### src/rtl/leading_bit_normalizer.sv
// Iterative leading/trailing-one normalizer.
// Finds the shift amount that moves the leading '1' to the MSB (mode=0, CLZ) or
// the trailing '1' to the LSB (mode=1, CTZ), and returns the normalized value.
// One bit is tested per cycle; start/done handshake, results held until the next op.
module leading_bit_normalizer #(
    parameter int unsigned WIDTH = 32,
    parameter int unsigned CNT_W = 6
) (
    input  logic             clk,
    input  logic             rst,
    input  logic             start,
    input  logic [WIDTH-1:0] a,
    input  logic             mode,
    output logic             busy,
    output logic             done,
    output logic [WIDTH-1:0] r,
    output logic [CNT_W-1:0] count,
    output logic             zero
);

    localparam logic [1:0] StIdle  = 2'd0;
    localparam logic [1:0] StShift = 2'd1;
    localparam logic [1:0] StDone  = 2'd2;

    logic [1:0]       state_q, state_d;
    logic [WIDTH-1:0] work_q, work_d;
    logic             md_q, md_d;
    logic [CNT_W-1:0] cnt_q, cnt_d;
    logic [WIDTH-1:0] r_q, r_d;
    logic [CNT_W-1:0] count_q, count_d;
    logic             zero_q, zero_d;
    logic             test_bit;

    assign test_bit = md_q ? work_q[0] : work_q[WIDTH-1];

    // Next-state: accept in idle, test/shift one bit per cycle, single-cycle done.
    always_comb begin
        state_d = state_q;
        work_d  = work_q;
        md_d    = md_q;
        cnt_d   = cnt_q;
        r_d     = r_q;
        count_d = count_q;
        zero_d  = zero_q;
        unique case (state_q)
            StIdle: begin
                if (start) begin
                    work_d  = a;
                    md_d    = mode;
                    cnt_d   = '0;
                    state_d = StShift;
                end
            end
            StShift: begin
                // An all-zero work value can only come from a zero operand: a nonzero
                // operand always hits its set bit before it could be shifted out.
                // Routing it through here gives it the same one-cycle latency as count=0.
                if (work_q == '0) begin
                    r_d     = '0;
                    count_d = CNT_W'(WIDTH);
                    zero_d  = 1'b1;
                    state_d = StDone;
                end else if (test_bit) begin
                    r_d     = work_q;
                    count_d = cnt_q;
                    zero_d  = 1'b0;
                    state_d = StDone;
                end else begin
                    work_d = md_q ? (work_q >> 1) : (work_q << 1);
                    cnt_d  = cnt_q + CNT_W'(1);
                end
            end
            StDone: begin
                state_d = StIdle;
            end
            default: begin
                state_d = StIdle;
            end
        endcase
    end

    // State and result registers; reset aborts any operation immediately.
    always_ff @(posedge clk or posedge rst) begin
        if (rst) begin
            state_q <= StIdle;
            work_q  <= '0;
            md_q    <= 1'b0;
            cnt_q   <= '0;
            r_q     <= '0;
            count_q <= '0;
            zero_q  <= 1'b0;
        end else begin
            state_q <= state_d;
            work_q  <= work_d;
            md_q    <= md_d;
            cnt_q   <= cnt_d;
            r_q     <= r_d;
            count_q <= count_d;
            zero_q  <= zero_d;
        end
    end

    // Outputs decoded directly from registered state.
    always_comb begin
        busy  = (state_q != StIdle);
        done  = (state_q == StDone);
        r     = r_q;
        count = count_q;
        zero  = zero_q;
    end

endmodule

### config.mk
export PLATFORM = sky130hd
export DESIGN_NAME = leading_bit_normalizer
export DESIGN_NICKNAME = d
export VERILOG_FILES = /design/src/rtl/leading_bit_normalizer.sv
export SDC_FILE = /design/constraint.sdc
export NUM_CORES = 1
export LEC_CHECK = 0
export BUFFER_PORTS_ARGS = -buffer_cell sky130_fd_sc_hd__buf_2
export CORE_ASPECT_RATIO = 0.5
export CORE_UTILIZATION = 55
export CTS_BUF_LIST = sky130_fd_sc_hd__clkbuf_4 sky130_fd_sc_hd__clkbuf_8 sky130_fd_sc_hd__clkbuf_16
export CTS_CLUSTER_DIAMETER = 120
export DETAILED_ROUTE_END_ITERATION = 7
export PLACE_DENSITY = 0.8
export SYNTH_ARGS = -nofsm -noshare
export SYNTH_HDL_FRONTEND = slang
export SYNTH_SLANG_ARGS = --single-unit
### constraint.sdc
create_clock -name clk -period 2.8 [get_ports clk]
set_clock_uncertainty 0.05 [all_clocks]
set_input_delay 0.28 -clock clk [delete_from_list [all_inputs] [get_ports clk]]
set_output_delay 0.28 -clock clk [all_outputs]
set_load 0.02 [all_outputs]
# [After elaboration in Yosys (flattened, before gate mapping)]
# Index checks and enable logic that the tools add are counted.
[op_classes] n_addsub=1 n_mul=0 div=0 n_lt_le_gt_ge=0 eq_ne=6 shifts=0 muxes=20 bitwise_logic=0 n_reduce_logical=9
[ops] cell="2-to-1 mux 32 bit" n=6
[ops] cell="one-hot mux 32 bit (2 select lines)" n=1
[ops] cell="zero test 32 bit" n=1
[ops] cell="2-to-1 mux 6 bit" n=5
[ops] cell="one-hot mux 6 bit (2 select lines)" n=1
[ops] cell="adder 6 x 1 -> 6 bit (second input constant)" n=1
[ops] cell="2-to-1 mux 2 bit" n=3
[ops] cell="!= test 2 bit (second input constant)" n=3
[ops] cell="AND reduction 2 bit" n=3
[ops] cell="nonzero test 2 bit" n=3
[ops] cell="one-hot mux 2 bit (2 select lines)" n=1
[ops] cell="AND reduction 4 bit" n=1
[ops] cell="2-to-1 mux 1 bit" n=3
[ops] cell="!= test 3 bit (second input constant)" n=1
[ops] cell="== test 2 x 1 -> 1 bit (second input constant)" n=1
[ops] cell="== test 2 bit (second input constant)" n=1
[ops] cell="zero test 2 bit" n=1
[totals] ff_bits=80 latchBits=0 ramBits=0 mem_bits_ro=0 inputBits=36 out_inout_bits=41 word_cells=43 memories=0

# [Longest topological paths before layout]
# Gate-level depths: netlist of the first run.
[depth] depth_word=4 mapped_depth=7 depth_no_buf=6

# [Worst setup path after synthesis of the first run]
# OpenSTA, ideal clock, no wires.
[synth_timing] path_type="register -> register" from="reg work_q[29]" to="reg cnt_q[5]" setup_time_ps=132 t_arrival_ps=1514 required_ps=2618 path_slack_ps=1104 stages_incl_launch_ff=6 path_buffers=0 period_less_slack_ps=1696 path_cell_list="dfrtp_1 nor4_2 nand4_1 or3_4 nand3_2 o31ai_1"
[synth_between] elab_chain_len=3
[synth_rtl] item="start, declared" line_no="26" source="logic [WIDTH-1:0] work_q, work_d;"
[synth_rtl] item="start signal, assigned" line_no="94" source="work_q <= work_d;"
[synth_rtl] item="zero test 32 bit" line_no="58" source="if (work_q == '0) begin"
[synth_rtl] item="!= test 2 bit (no line)"
[synth_rtl] item="AND reduction 4 bit (no line)"
[synth_rtl] item="end signal, assigned" line_no="96" source="cnt_q <= cnt_d;"
[synth_rtl] item="end, declared" line_no="28" source="logic [CNT_W-1:0] cnt_q, cnt_d;"
# No other way between the ends.
# A chain may end at the register's enable or synchronous reset.

# [Final worst setup path of the first run]
[layout_timing] from="reg work_q[4]" to="reg work_q[31]"
[layout_between] elab_chain_len=3
[layout_rtl] item="zero test 32 bit" line_no="58"
[layout_rtl] item="!= test 2 bit (no line)"
[layout_rtl] item="AND reduction 4 bit (no line)"
# No other way between the ends.

==> results of run 1 <==
-- layer usage --
layer / share of wire, % / routed length [µm]
met5: 0 / 0
met4: 1.1 / 105
met3: 6.9 / 639
met2: 44 / 4078
met1: 48 / 4420
-- kinds of logic after synthesis --
kind of cell	Yosys count	synth area share (%)
AOI/OAI and AO/OA	116	15.41
adders and majority gates	1	0.3223
buffers and inverters	33	3.997
DFF	80	51.58
muxes	33	8.865
and+or+nand+nor	174	19.83
-- worst register-to-register path, cell delays in order (launching register included) --
cell and delay, ns:
dfrtp_1 0.44, nor4_1 0.45, nand2_1 0.18, nor3_4 0.22
buf_4 0.29, o21ai_0 0.13, o21ai_0 0.13
-- cell usage after synthesis (4+ instances only) --
cell type	number
nand2_1	113
dfrtp_1	80
o21ai_0	74
a21oi_1	33
nor2_1	33
mux2i_1	31
buf_2	16
clkbuf_1	9
o31ai_1	5
clkbuf_2	4
nand2b_1	4
nand3_1	4
nor4_1	4
nor4_2	4
-- stage by stage --
| step | instance area (µm²) | hold slack [ns] | power (mW) | utilization [%] | setup slack (ns) |
|---|---|---|---|---|---|
| 2_1_floorplan | 3881 | 0.3817 | 3.977 | - | 0.4183 |
| 3_3_place_gp | 4358 | 0.3185 | 4.621 | 64.54 | 0.8861 |
| 3_5_place_dp | 4358 | 0.3215 | 4.711 | 64.54 | 0.8491 |
| 4_1_cts | 4712 | 0.1405 | 6.086 | 69.78 | 0.8233 |
| 5_1_grt | 4712 | 0.1358 | 6.540 | 69.78 | 0.6103 |
| 6_report | 4712 | 0.1467 | 6.090 | 69.78 | 0.8200 |
-- registers in the layout, indices dropped and copies added (netlist names) --
| signal | flops |
|---|---|
| zero | 1 |
| r | 32 |
| work_q | 32 |
| md_q | 1 |
| cnt_q | 6 |
| count | 6 |
| state_q | 2 |
-- path summary, 6_finish.rpt --
| check | start | end | slack (ns) | cells after the start |
|---|---|---|---|---|
| min in group asynchronous | rst | count[0] | 0.51 | 3 |
| worst max register to register | work_q[4] | work_q[31] | 0.82 | 6 |
| worst min register to register | zero | zero | 0.44 | 2 |
| worst min-delay path | mode | md_q | 0.15 | 2 |
| worst max-delay path | work_q[4] | work_q[31] | 0.82 | 6 |
| max in group asynchronous | rst | r[11] | 1.53 | 4 |
-- layout make-up --
class,instances,area [µm²]
Fill cell,531,2041
Timing Repair Buffer,88,498.0
Clock buffer,10,239.0
Inverter,2,11.26
Sequential cell,80,2003
Clock inverter,5,105.1
Tap cell,92,115.1
Multi-Input combinational cell,324,1740
-- power groups by stage --
| stage | combinational (mW) | clock (mW) | sequential, mW |
|---|---|---|---|
| 2_1_floorplan | 1.78 | 0 | 2.19 |
| 3_3_place_gp | 2.55 | 0 | 2.07 |
| 3_5_place_dp | 2.63 | 0 | 2.08 |
| 4_1_cts | 2.66 | 1.36 | 2.07 |
| 5_1_grt | 2.97 | 1.42 | 2.15 |
| 6_report | 2.66 | 1.35 | 2.08 |
-- timing repair --
action	in CTS	in global routing
hold buffers	1	0
hold endpoints to repair	34	0
setup buffers	0	0
-- cells in the final DEF, fill, tap and decap left out, drive strengths merged, types with 3 or more instances in the layout --
cell,instances
clkbuf,10
dfrtp,80
nor4,8
o21ai,76
nor2,33
nand2b,4
nand2,114
bufinv,3
mux2i,32
nand3,5
o31ai,5
buf,87
a21oi,33
==> metrics.txt, run 1 <==
status=finished, final reports clean; Max Slew Vio Count=0; area share of the largest cell type after synthesis=51.58%; P_sw=roughly 2.6 mW; Syn Nets=about 470; max frequency=505.0 MHz; Synth Register Bits=80; clock latency on the worst-skew pair=between 0.3 and 0.4 ns; vias per cell=5.594; Core ar.=slightly below 0.007 mm²; count of final hold-check violations=0; final setup TNS=0 ns; area leader, netlist=dfrtp_1; Crit path top cell by count=o21ai_0; Max Root-Sink Buffers=2; Worst VDD drop=0.6585 mV; Ports=between 70 and 80; number of iterations in the first detailed-routing pass=7; Min-Delay Path Class=in -> reg; DRT iter0 DRCs=between 200 and 300; routing usage on met2=between 30 and 40%; synthesized netlist cell count=roughly 440; Tot GR Track Use=between 20% and 30%; Sw Share=42.64%; CP cell instances=nor4_1, nand2_1, nor3_4, buf_4, o21ai_0, o21ai_0; Setup violations, final=0; # resized after CTS=0; DP HPWL=between 6000 and 7000 µm; crit-path leading delay family=simple AND/OR/NAND/NOR gates; largest net degree at the start of global routing=47; CP Capture Type=flop; Die Height=between 60 and 70 µm; Die ar.=about 0.0074 mm²; crit path launch type=flop; Layout area overhead=21.41%; layout cells sized above 1=23.58%; met1 Usage GRT=roughly two fifths; Int Power=between 3 and 4 mW; Required @ worst endpoint=approximately 3.0 ns; Post-Layout Cell Count=between 600 and 700; leak pwr=~2.3 nW; Root Driver=clkbuf_16; vias in the first global route=slightly below 3000; clock group share of total power=~22%; fin nets=between 500 and 600; GRT Residual Overflow=0; post-synth cell types=33; syn_area_per_cell=just under 9 µm²; Final period util=70.72%; Ant. Diodes=0; EDFF count, synth=0; first-pass GRT wire length=14880 µm; top cells by area, synth=dfrtp_1 52%, nand2_1 11%, o21ai_0 9.5%, mux2i_1 8.0%, a21oi_1 4.3%; clock-pin slew on the worst setup and hold paths=0.06 ns; FP Rows=21; Placed Cells=just under 600; TritonCTS clock tree=yes; min Tclk post-route=roughly 2.0 ns; Top FF cell, synth=dfrtp_1; netlist area before placement=between 0.003 and 0.004 mm²; DRT antenna net count=0; number of remaining DRC errors=0; GP Congestion=approximately 0.83; wire per inst=15.38 µm; Post-synth ARST share=100.0%; routed via count=approximately 3400; Most Crowded Layer GR=met2; combinational power share=roughly 44%; Crit Path Category=reg -> reg; sequential area share after synthesis=51.58%; slowest CP cell=nor4_1; die width=120.8 µm; CTS HTree Levels=3; Reg power frac=between 30% and 40%; final wirelength=between 9000 and 10000 µm; CTS Sinks=80; Num CTS Buffers=9; Worst Max-Slew Pin Slew=between 0.8 and 0.9 ns; relative slew slack=42.08%; slowest cell delay on critical path=roughly 0.45 ns; RSZ-0062 raised after global routing=false; Pwr Density=1293 mW/mm²; MaxCap Viol Count=0; Buf/Inv on CP=1; initial antenna violation count=0; GR met3 Demand/Resource=8.333%; synth warn=0; CP max FO=24; Buffers on Ports=76; Arr. time, crit path=around 2.2 ns; Starting Density=a little under three fifths
Power figures use the tool's default switching activity.
==> inputs of run 2 (changes only) <==
Settings changed: CORE_UTILIZATION 55 to 50, PLACE_DENSITY 0.8 to 0.76.
Clock period 2.8 ns to 1.82 ns, I/O delays scaled along.
==> run 2 against run 1 <==
  * First-iteration DRC count grew 21%
  * Register-to-register slack lost 0.80 ns
  * Global-route usage grew 0.11 points
  * Non-clock buffer count grew 38
  * Sequential share of layout area shrank 3.0 points
  * Critical path depth shrank 1
  * Critical endpoint is now cnt_q[2]
  * Largest cell class unchanged
  * Largest power group unchanged
==> metrics.txt, run 2 (synthesized netlist as in run 1, its figures left out) <==
status=finished, final reports clean (unchanged); DRT antenna net count=0 (unchanged); Required @ worst endpoint=1.98 ns (was 3.00 ns); number of iterations in the first detailed-routing pass=6 (was 7); Num CTS Buffers=9 (unchanged); vias per cell=5.586 (was 5.594); vias in the first global route=3314 (was 2957); total power=9.933 mW (was 6.090 mW); CP max FO=5 (was 24); Placed Cells=625 (was 585); sequential cell area=0.002003 mm² (unchanged); Pwr Density=1958 mW/mm² (was 1293 mW/mm²); met1 wire length=4723 µm (was 4420 µm); CTS HTree Levels=3 (unchanged); DRT iter0 DRCs=314 (was 260); initial antenna violation count=0 (unchanged); Starting Density=52.22% (was 57.48%); Setup violations, final=0 (unchanged); first-pass GRT wire length=16350 µm (was 14880 µm); DR WL met3=639 µm (unchanged); relative slew slack=63.10% (was 42.08%); Worst Max-Slew Pin Slew=0.5536 ns (was 0.8669 ns); commonest non-fill, non-tap cells in the layout=113 x nand2_1, 79 x dfrtp_1, 76 x buf_2, 71 x o21ai_0, 42 x buf_4 (was 113 x nand2_1, 79 x dfrtp_1, 76 x buf_2, 74 x o21ai_0); die width=126.6 µm (was 120.8 µm); Ant. Diodes=0 (unchanged); Crit Path Category=reg -> reg (unchanged); final wirelength=10470 µm (was 9244 µm); fin nets=580 (was 542); number of remaining DRC errors=0 (unchanged); leak pwr=2.457 nW (was 2.270 nW); DP HPWL=6669 µm (was 6101 µm); CTS Sinks=80 (unchanged); layout cells sized above 1=29.85% (was 23.58%); FP Rows=22 (was 21); CP Capture Type=flop (unchanged); commonest non-fill, non-tap cell in the layout=nand2_1 (unchanged); final worst setup slack=0.01832 ns (was 0.8200 ns); Post-Layout Cell Count=642 (was 601); Final period util=98.99% (was 70.72%); Max Slew Vio Count=0 (unchanged); Tot GR Track Use=26.59% (was 26.48%); hold path depth=2 (unchanged); R2R cell count=5 (was 6); clock latency on the worst-skew pair=0.34 ns (about the same); largest net degree at the start of global routing=67 (was 47); GRT Residual Overflow=0 (unchanged); dpl ws=-0.09442 ns (was 0.8491 ns); Die Height=64.30 µm (was 61.40 µm); GP Congestion=0.8091 (was 0.8299); Worst VDD drop=1.066 mV (was 0.6585 mV); DR top layer=met4 (unchanged); RSZ-0062 raised after global routing=true (was false); Ports=77 (unchanged); count of final hold-check violations=0 (unchanged); Root Driver=clkbuf_16 (unchanged); Layout area overhead=30.69% (was 21.41%); wire per inst=16.31 µm (was 15.38 µm); TritonCTS clock tree=yes (unchanged); footprint of the multi-input gates=0.001813 mm² (was 0.001740 mm²); max frequency=555.0 MHz (was 505.0 MHz); Buffers on Ports=76 (unchanged); Min-Delay Path Class=in -> reg (unchanged); Core ar.=0.007432 mm² (was 0.006753 mm²); MaxCap Viol Count=0 (unchanged); routed via count=3586 (was 3362); Die ar.=0.008140 mm² (was 0.007417 mm²); min Tclk post-route=1.802 ns (was 1.980 ns); Arr. time, crit path=1.96 ns (was 2.18 ns); Max Root-Sink Buffers=2 (unchanged); met2 wire length=4848 µm (was 4078 µm); # fillers=603 (was 531); crit path launch type=flop (unchanged); clock-pin slew on the worst setup and hold paths=0.06 ns (about the same)
## run 2: changes by cell type in the layout (fill, tap and decap cells not counted), moves of 2 or more
cell,change
bufinv_16,-2
o21ai_0,-3
buf_12,+3
buf_4,+33
o21ai_1,+3
nor4_4,+3
nor4_1,-4
## run 2: per-stage QoR
stage                     setup TNS (ns)  hold WS, ns  cell area [µm²]  utilization (%)
final                                  0      0.06171             5072            68.25
after detailed placement         -0.4450       0.1687             4673            62.88
after global placement           -0.5175       0.1661             4673            62.88
after CTS                              0      0.05433             4991            67.15
after floorplan                        0       0.2837             3885                -
after global routing             -0.4702      0.06179             5072            68.25
## run 2: cell type report
class                      count  share of cell area (%)
sequential                    80                   39.49
multi-input combinational    324                   35.74
timing repair buffer         126                   16.60
clock buffer                  10                   4.588
tap                           96                   2.368
clock inverter                 4                  0.9373
inverter                       2                  0.2713
## run 2: path summary, 6_finish.rpt
check,start,end,slack [ns]
worst max-delay path,work_q[8],cnt_q[2],0.02
worst min-delay path,mode,md_q,0.06
worst max register to register,work_q[8],cnt_q[2],0.02
worst min register to register,zero,zero,0.44
max in group asynchronous,rst,r[12],0.83
min in group asynchronous,rst,r[29],0.36
## run 2: metal layers
layer	global-route usage, %	up-vias
li1	-	1694
met1	36.60	1743
met2	41.02	125
met3	6.198	24
met4	10.39	0
met5	0	-
## run 2: power breakdown
| group | internal (mW) | leakage [nW] | switching (mW) |
|---|---|---|---|
| Sequential | 2.49 | 1.03 | 0.530 |
| Clock | 1.06 | 0.138 | 0.683 |
| Combinational | 2.06 | 1.29 | 3.11 |
| Total | 5.61 | 2.46 | 4.32 |
## run 2: what timing repair did
| item | 4_1_cts | 5_1_grt |
|---|---|---|
| pin swaps | 3 | 3 |
| endpoints found under the hold margin | 14 | 0 |
| gates resized for setup | 3 | 12 |
| hold buffers | 1 | 0 |
| cloned | 0 | 1 |
| buffers inserted | 1 | 0 |
| endpoints found under the setup margin | 9 | 49 |
## run 2: worst max-delay path, cell delays in order (launching register included)
cell,delay [ns]
dfrtp_1,0.42
nor4_4,0.33
nand4_1,0.22
or3_4,0.42
nand3_4,0.14
o21ai_1,0.09
